===== config.mk =====
export PLATFORM = sky130hd
export DESIGN_NAME = loop_countdown_flat
export DESIGN_NICKNAME = d
export VERILOG_FILES = /design/src/rtl/loop_countdown_if.sv /design/src/rtl/loop_countdown.sv /design/src/flat_wrapper.sv
export SDC_FILE = /design/constraint.sdc
export NUM_CORES = 1
export LEC_CHECK = 0
export CAP_MARGIN = 20
export CORE_MARGIN = 2
export CORE_UTILIZATION = 40
export CTS_CLUSTER_DIAMETER = 120
export CTS_CLUSTER_SIZE = 25
export DETAILED_ROUTE_END_ITERATION = 6
export HOLD_SLACK_MARGIN = 0.02
export PLACE_DENSITY_LB_ADDON = 0.2
export SYNTH_ARGS = -nofsm -noshare
export SYNTH_HDL_FRONTEND = slang
export SYNTH_SLANG_ARGS = --single-unit

===== constraint.sdc =====
create_clock -name clk -period 3.3 [get_ports clk]
set_clock_uncertainty 0.2 [all_clocks]
set_input_delay 0.33 -clock clk [delete_from_list [all_inputs] [get_ports clk]]
set_output_delay 0.33 -clock clk [all_outputs]
set_load 0.05 [all_outputs]

===== src/rtl/loop_countdown_if.sv =====
// Beat channel of the down-counting loop index generator.
// master drives out_valid/inner_count/outer_count/last; slave drives out_ready.
interface loop_countdown_if #(
  parameter int DATA_WIDTH = 4
) ();
  logic                  out_valid;
  logic                  out_ready;
  logic [DATA_WIDTH-1:0] inner_count;
  logic [DATA_WIDTH-1:0] outer_count;
  logic                  last;

  modport master (
    output out_valid,
    output inner_count,
    output outer_count,
    output last,
    input  out_ready
  );

  modport slave (
    input  out_valid,
    input  inner_count,
    input  outer_count,
    input  last,
    output out_ready
  );
endinterface


===== src/rtl/loop_countdown.sv =====
// Two-level nested loop index generator counting down by a stride to zero.
// Ports: clk, reset_n (async low), start, inner/outer max and stride,
// beat (loop_countdown_if.master: out_valid/out_ready/counts/last),
// busy, done. Optional abort input when LOOP_COUNTDOWN_ABORT_EN is defined.
module loop_countdown #(
  parameter int DATA_WIDTH = 4
) (
  input  logic                  clk,
  input  logic                  reset_n,
  input  logic                  start,
  input  logic [DATA_WIDTH-1:0] inner_max,
  input  logic [DATA_WIDTH-1:0] inner_stride,
  input  logic [DATA_WIDTH-1:0] outer_max,
  input  logic [DATA_WIDTH-1:0] outer_stride,
`ifdef LOOP_COUNTDOWN_ABORT_EN
  input  logic                  abort,
`endif
  loop_countdown_if.master      beat,
  output logic                  busy,
  output logic                  done
);

  localparam logic [DATA_WIDTH-1:0] ONE = DATA_WIDTH'(1);

  typedef enum logic [1:0] {
    IDLE,
    RUN,
    DONE
  } state_t;

  state_t state, state_n;

  logic [DATA_WIDTH-1:0] inner_q, inner_d;
  logic [DATA_WIDTH-1:0] outer_q, outer_d;
  logic [DATA_WIDTH-1:0] imax_q, imax_d;
  logic [DATA_WIDTH-1:0] istr_q, istr_d;
  logic [DATA_WIDTH-1:0] omax_q, omax_d;
  logic [DATA_WIDTH-1:0] ostr_q, ostr_d;

  logic inner_wrap;
  logic outer_wrap;
  logic accept;
  logic kill;

  // Wrap is tested before subtracting so counts never underflow.
  assign inner_wrap = (inner_q < istr_q);
  assign outer_wrap = (outer_q < ostr_q);
  assign accept     = (state == RUN) && beat.out_ready;

`ifdef LOOP_COUNTDOWN_ABORT_EN
  assign kill = (state == RUN) && abort;
`else
  assign kill = 1'b0;
`endif

  always_ff @(posedge clk or negedge reset_n) begin
    if (!reset_n) begin
      state   <= IDLE;
      inner_q <= '0;
      outer_q <= '0;
      imax_q  <= '0;
      istr_q  <= '0;
      omax_q  <= '0;
      ostr_q  <= '0;
    end else begin
      state   <= state_n;
      inner_q <= inner_d;
      outer_q <= outer_d;
      imax_q  <= imax_d;
      istr_q  <= istr_d;
      omax_q  <= omax_d;
      ostr_q  <= ostr_d;
    end
  end

  always_comb begin
    state_n = state;
    inner_d = inner_q;
    outer_d = outer_q;
    imax_d  = imax_q;
    istr_d  = istr_q;
    omax_d  = omax_q;
    ostr_d  = ostr_q;
    unique case (state)
      IDLE: begin
        if (start) begin
          imax_d  = inner_max;
          omax_d  = outer_max;
          istr_d  = (inner_stride == '0) ? ONE : inner_stride;
          ostr_d  = (outer_stride == '0) ? ONE : outer_stride;
          inner_d = inner_max;
          outer_d = outer_max;
          state_n = RUN;
        end
      end
      RUN: begin
        // Abort wins over a beat accepted in the same cycle.
        if (kill) begin
          state_n = DONE;
        end else if (accept) begin
          unique case (1'b1)
            !inner_wrap: begin
              inner_d = inner_q - istr_q;
            end
            inner_wrap && !outer_wrap: begin
              inner_d = imax_q;
              outer_d = outer_q - ostr_q;
            end
            default: begin
              state_n = DONE;
            end
          endcase
        end
      end
      DONE: begin
        state_n = IDLE;
      end
      default: begin
        state_n = IDLE;
      end
    endcase
  end

  assign beat.out_valid   = (state == RUN);
  assign beat.inner_count = inner_q;
  assign beat.outer_count = outer_q;
  assign beat.last        = (state == RUN) && inner_wrap && outer_wrap;
  assign busy             = (state != IDLE);
  assign done             = (state == DONE);

endmodule

===== src/flat_wrapper.sv =====
// flat-port wrapper written by rule: the top's interface ports become plain ports
module loop_countdown_flat 
#(
  parameter int DATA_WIDTH = 4
)
  (clk, reset_n, start, inner_max, inner_stride, outer_max, outer_stride, busy, done, beat_out_valid, beat_inner_count, beat_outer_count, beat_last, beat_out_ready);
  loop_countdown_if #(.DATA_WIDTH(DATA_WIDTH)) beat_i ();
  input  logic clk;
  input  logic reset_n;
  input  logic start;
  input  logic [DATA_WIDTH-1:0] inner_max;
  input  logic [DATA_WIDTH-1:0] inner_stride;
  input  logic [DATA_WIDTH-1:0] outer_max;
  input  logic [DATA_WIDTH-1:0] outer_stride;
  output logic busy;
  output logic done;
  output wire logic [$bits(beat_i.out_valid)-1:0] beat_out_valid;
  output wire logic [$bits(beat_i.inner_count)-1:0] beat_inner_count;
  output wire logic [$bits(beat_i.outer_count)-1:0] beat_outer_count;
  output wire logic [$bits(beat_i.last)-1:0] beat_last;
  input wire logic [$bits(beat_i.out_ready)-1:0] beat_out_ready;
  assign beat_out_valid = beat_i.out_valid;
  assign beat_inner_count = beat_i.inner_count;
  assign beat_outer_count = beat_i.outer_count;
  assign beat_last = beat_i.last;
  assign beat_i.out_ready = beat_out_ready;
  loop_countdown #(.DATA_WIDTH(DATA_WIDTH)) u_core (.clk(clk), .reset_n(reset_n), .start(start), .inner_max(inner_max), .inner_stride(inner_stride), .outer_max(outer_max), .outer_stride(outer_stride), .beat(beat_i), .busy(busy), .done(done));
endmodule

## Word-level counts from Yosys, hierarchy flattened

Cells that the tools add are included.

- Bits in registers: 22
- Latch bits: 0
- RAM bits: 0
- Memory bits (read-only): 0
- Input port bits: 20
- Output and inout port bits: 12
- Logic and storage cells: 47
- Memories: 0

- Add/sub/neg operators: 2
- Multiply operators: 0
- Div/mod/pow operators: 0
- $lt $le $gt $ge: 2
- Equal/unequal tests: 7
- Shift-type cells: 0
- Mux-type cells: 14
- Bitwise logic cells: 0
- Reduce and logical (&&, ||, !) cells: 16

Operators by type and width:

| operator | number |
|---|---|
| $mux W4 | 7 |
| $pmux W4 S2 | 3 |
| $logic_not A4 Y1 | 2 |
| $lt A4 B4 Y1 | 2 |
| $reduce_and A4 Y1 | 2 |
| $sub A4 B4 Y4 | 2 |
| $mux W2 | 3 |
| $logic_and A1 B1 Y1 | 4 |
| $ne A2 B1 Y1 const B | 2 |
| $ne A2 B2 Y1 const B | 2 |
| $pmux W2 S2 | 1 |
| $reduce_bool A2 Y1 | 2 |
| $ne A3 B1 Y1 const B | 1 |
| $reduce_and A3 Y1 | 1 |
| $eq A2 B1 Y1 const B | 1 |
| $eq A2 B2 Y1 const B | 1 |
| $logic_not A1 Y1 | 2 |
| $logic_not A2 Y1 | 1 |
| $reduce_and A2 Y1 | 1 |
| $reduce_or A2 Y1 | 1 |

## Depth between registers and ports, before layout

- Word-level depth: 7
- Depth in mapped cells: 8
- Depth with buffers taken out: 8

## Worst setup path after synthesis

OpenSTA, ideal clock, no wires.

- Path type: register -> output
- From: register u_core.inner_q[0] (netlist: u_core.beat.inner_count[0])
- To: output port beat_last
- Arrival time: 2388 ps
- Data required time: 2770 ps
- Slack: 382 ps
- Cell stages (with the launch flop): 7
- Path buffers: 0
- Cell sequence: dfrtp_1 -> inv_1 -> ha_1 -> fa_1 -> nand2b_2 -> a21oi_4 -> nor3_1

- Cells in the longest elaborated chain, start to end: 3

RTL lines:

| element | RTL line | RTL |
|---|---|---|
| from (decl) | loop_countdown.sv:33 | `logic [DATA_WIDTH-1:0] inner_q, inner_d;` |
| from (signal assigned) | loop_countdown.sv:67 | `inner_q <= inner_d;` |
| $lt A4 B4 Y1 | loop_countdown.sv:46 | `assign inner_wrap = (inner_q < istr_q);` |
| $logic_and A1 B1 Y1 (2 in series) | loop_countdown.sv:127 | `assign beat.last = (state == RUN) && inner_wrap && outer_wrap;` |
| to (decl) | flat_wrapper.sv:20 | `output wire logic [$bits(beat_i.last)-1:0] beat_last;` |

No other way between the ends.

## Worst setup path after layout

- From: register u_core.outer_q[0] (netlist: u_core.beat.outer_count[0])
- To: output port beat_last

- Cells in the longest elaborated chain, start to end: 2

RTL lines:

| element | RTL line | RTL |
|---|---|---|
| from (decl) | loop_countdown.sv:34 | `logic [DATA_WIDTH-1:0] outer_q, outer_d;` |
| from (signal assigned) | loop_countdown.sv:68 | `outer_q <= outer_d;` |
| $lt A4 B4 Y1 | loop_countdown.sv:47 | `assign outer_wrap = (outer_q < ostr_q);` |
| $logic_and A1 B1 Y1 | loop_countdown.sv:127 |  |

No other way between the ends.

==> impl_results.md <==
- GP Congestion: 0.818
- GRT Resource Usage Total: 15.8%
- Final setup vio count: 0
- Total clock sinks: 22
- DRT iter0 DRCs: 38
- R2r worst-path depth: 8
- Diodes inserted: 0
- Area grow syn2layout: 29.8%
- IO Port Bufs: 31
- Clk pin slew, worst setup/hold paths: 140 ps
- Slew @ Worst Pin: ~500 ps
- Drt wl/cell: 13.4 um
- Warnings, synthesis: 0
- Die ar.: 4010 um2
- CTS tree: yes
- Share of cells above drive strength 1: 17.0%
- Final HPWL DP: 2240 um
- Synthesized area: 1410 um2
- # Max-Cap Violations: 0
- Routed vias: between 1k and 1.5k
- Gr ovfl total: 0
- Cts repair resizes: 0
- CTS Root Cell: clkbuf_4
- ANT nets after route: 0
- Area of the core: roughly 3400 um2
- Pin count of the biggest net entering global routing: 23
- Setup bufs post-CTS: 0
- Initial core utilization: 41.9%
- Yosys cell types: 38
- Vias in the first global route: roughly 1.1k
- Crit path max fanout: 8
- Post-Syn Area per Cell: between 10 and 15 um2
- Initial antenna violation count: 0
- Worst path required time: 2770 ps
- Final min period: 3140 ps
- Ys async rst share: 100%
- Fill cell count: 328
- Setup crit end kind: output port
- Hold Crit Class: primary input to async pin
- Max Fclk: 0.319 GHz
- Setup CP Type: register to output port
- Flops & latches, synth: 22
- Setup TNS: 0 ps
- Die Span Y: roughly 63 um
- # IOs: 32
- Htree depth: 1
- Gate Count Post-Synth: 137
- EDFF count, synth: 0
- Crit share post-route: 95.1%
- Relative slew slack: about 67%
- Final hold viol count: 0
- Max-slew violation count: 0
- Num CTS Buffers: 3
- Clock Latency Late Sink: roughly 320 ps
- Unrepaired setup endpoints after global routing: false
- Arr. time, crit path: 2610 ps
- Sequential share of the synthesized area: roughly two fifths
- Layout Nets: approximately 200
- Startpoint types: register
- Post-Syn Nets: 167
- Longest Clk Path Bufs: 2
- Rows: 21
- Ys flop type: dfrtp_1
- First-pass GRT wire length: 5050 um
- Cts hold-fix bufs: 0
- Status: finished, final reports clean
- First-pass DRT Iterations: 4
- DIE WIDTH: 63.3 um
- # DRC: 0
- Routed WL: 2910 um
- Vias/cell: 4.92
[layout make-up]
class / instances / area, um2 / share of cell area [%]
repair buffers: 33 / 333 / 18.2
inverters: 12 / 45.0 / 2.46
clock inverters: 1 / 30.0 / 1.64
flip-flops and latches: 22 / 551 / 30.1
clock buffers: 3 / 22.5 / 1.23
multi-input cells: 100 / 790 / 43.2
well taps: 46 / 57.6 / 3.15
[critical path, cell delays in order, from the launching register on]
cell and delay, ps:
dfrtp_1 380, inv_1 60, ha_1 210, fa_1 400
nand2b_4 170, a21oi_4 260, nor3_1 90, clkdlybuf4s50_1 710
[sequential cells by signal (all words and copies together) (netlist names)]
name / count
u_core.imax_q: 4
u_core.beat.inner_count: 4
u_core.ostr_q: 4
u_core.istr_q: 4
u_core.state: 2
u_core.beat.outer_count: 4
[Yosys cell counts (all sizes together), types with 3 or more instances]
cell type / instances / area [um2]
a211oi: 4 / 30.0
a21oi: 9 / 90.1
buf: 3 / 23.8
dfrtp: 22 / 551
ha: 8 / 100
inv: 12 / 45.0
mux2: 8 / 105
mux2i: 4 / 40.0
nand2: 11 / 41.3
nand2b: 3 / 31.3
nor2: 14 / 57.6
nor3: 6 / 30.0
o21ai: 11 / 55.1
[path summary, 6_finish.rpt]
path,startpoint,end,slack (ps)
max reg2reg,u_core.beat.outer_count[0],u_core.beat.inner_count[3],760
min,reset_n,u_core.beat.outer_count[1],80
max in group asynchronous,reset_n,u_core.istr_q[1],2370
min reg2reg,u_core.imax_q[0],u_core.imax_q[0],320
min in group clk,u_core.imax_q[0],u_core.imax_q[0],320
max,u_core.beat.outer_count[0],beat_last,160
[placed cells by master (no fill, tap or decap), types with 3 or more instances in the layout]
| master | n |
|---|---|
| a21oi_1 | 5 |
| mux2_4 | 4 |
| dfrtp_1 | 22 |
| clkdlybuf4s50_1 | 31 |
| nand2_1 | 11 |
| clkbuf_4 | 3 |
| o21ai_0 | 10 |
| a21oi_4 | 4 |
| nor3_1 | 6 |
| mux2_2 | 3 |
| nor2_1 | 12 |
| inv_1 | 11 |
| ha_1 | 8 |
| a211oi_1 | 4 |
| mux2i_1 | 4 |
[per-stage QoR]
| stage | std cells | util [%] | cell area [um2] | hold WS [ps] | worst slack [ps] |
|---|---|---|---|---|---|
| floorplan | 137 | - | 1410 | -166 | 382 |
| global placement | 212 | 52.3 | 1760 | 273 | 547 |
| detailed placement | 212 | 52.3 | 1760 | 287 | 531 |
| CTS | 216 | 53.9 | 1810 | 320 | 146 |
| global route | 217 | 54.4 | 1830 | 102 | 21.0 |
| finish | 217 | 54.4 | 1830 | 83.9 | 163 |
[per-layer routing]
metal / global-route usage, % / vias to the layer above / share of wire (%)
met3: 3.93 / 4 / 4.7
met5: 0 / - / 0
met4: 4.08 / 0 / 0.86
li1: - / 544 / -
met1: 20.0 / 496 / 45
met2: 27.0 / 23 / 49
[cells by family (layout without fill, tap and decap cells)]
family	after synthesis	count (layout)	synth area share [%]
compound gates	33	33	17.9
xor+xnor	3	3	1.87
fa+ha+maj	10	10	9.95
buf+inv	15	49	4.88
flops	22	22	39.1
mux	12	12	10.3
simple gates	42	42	16.1
Power is left out: the tool's default activity adds up to more than one toggle a clock period on the data nets, which glitch-free logic cannot reach.
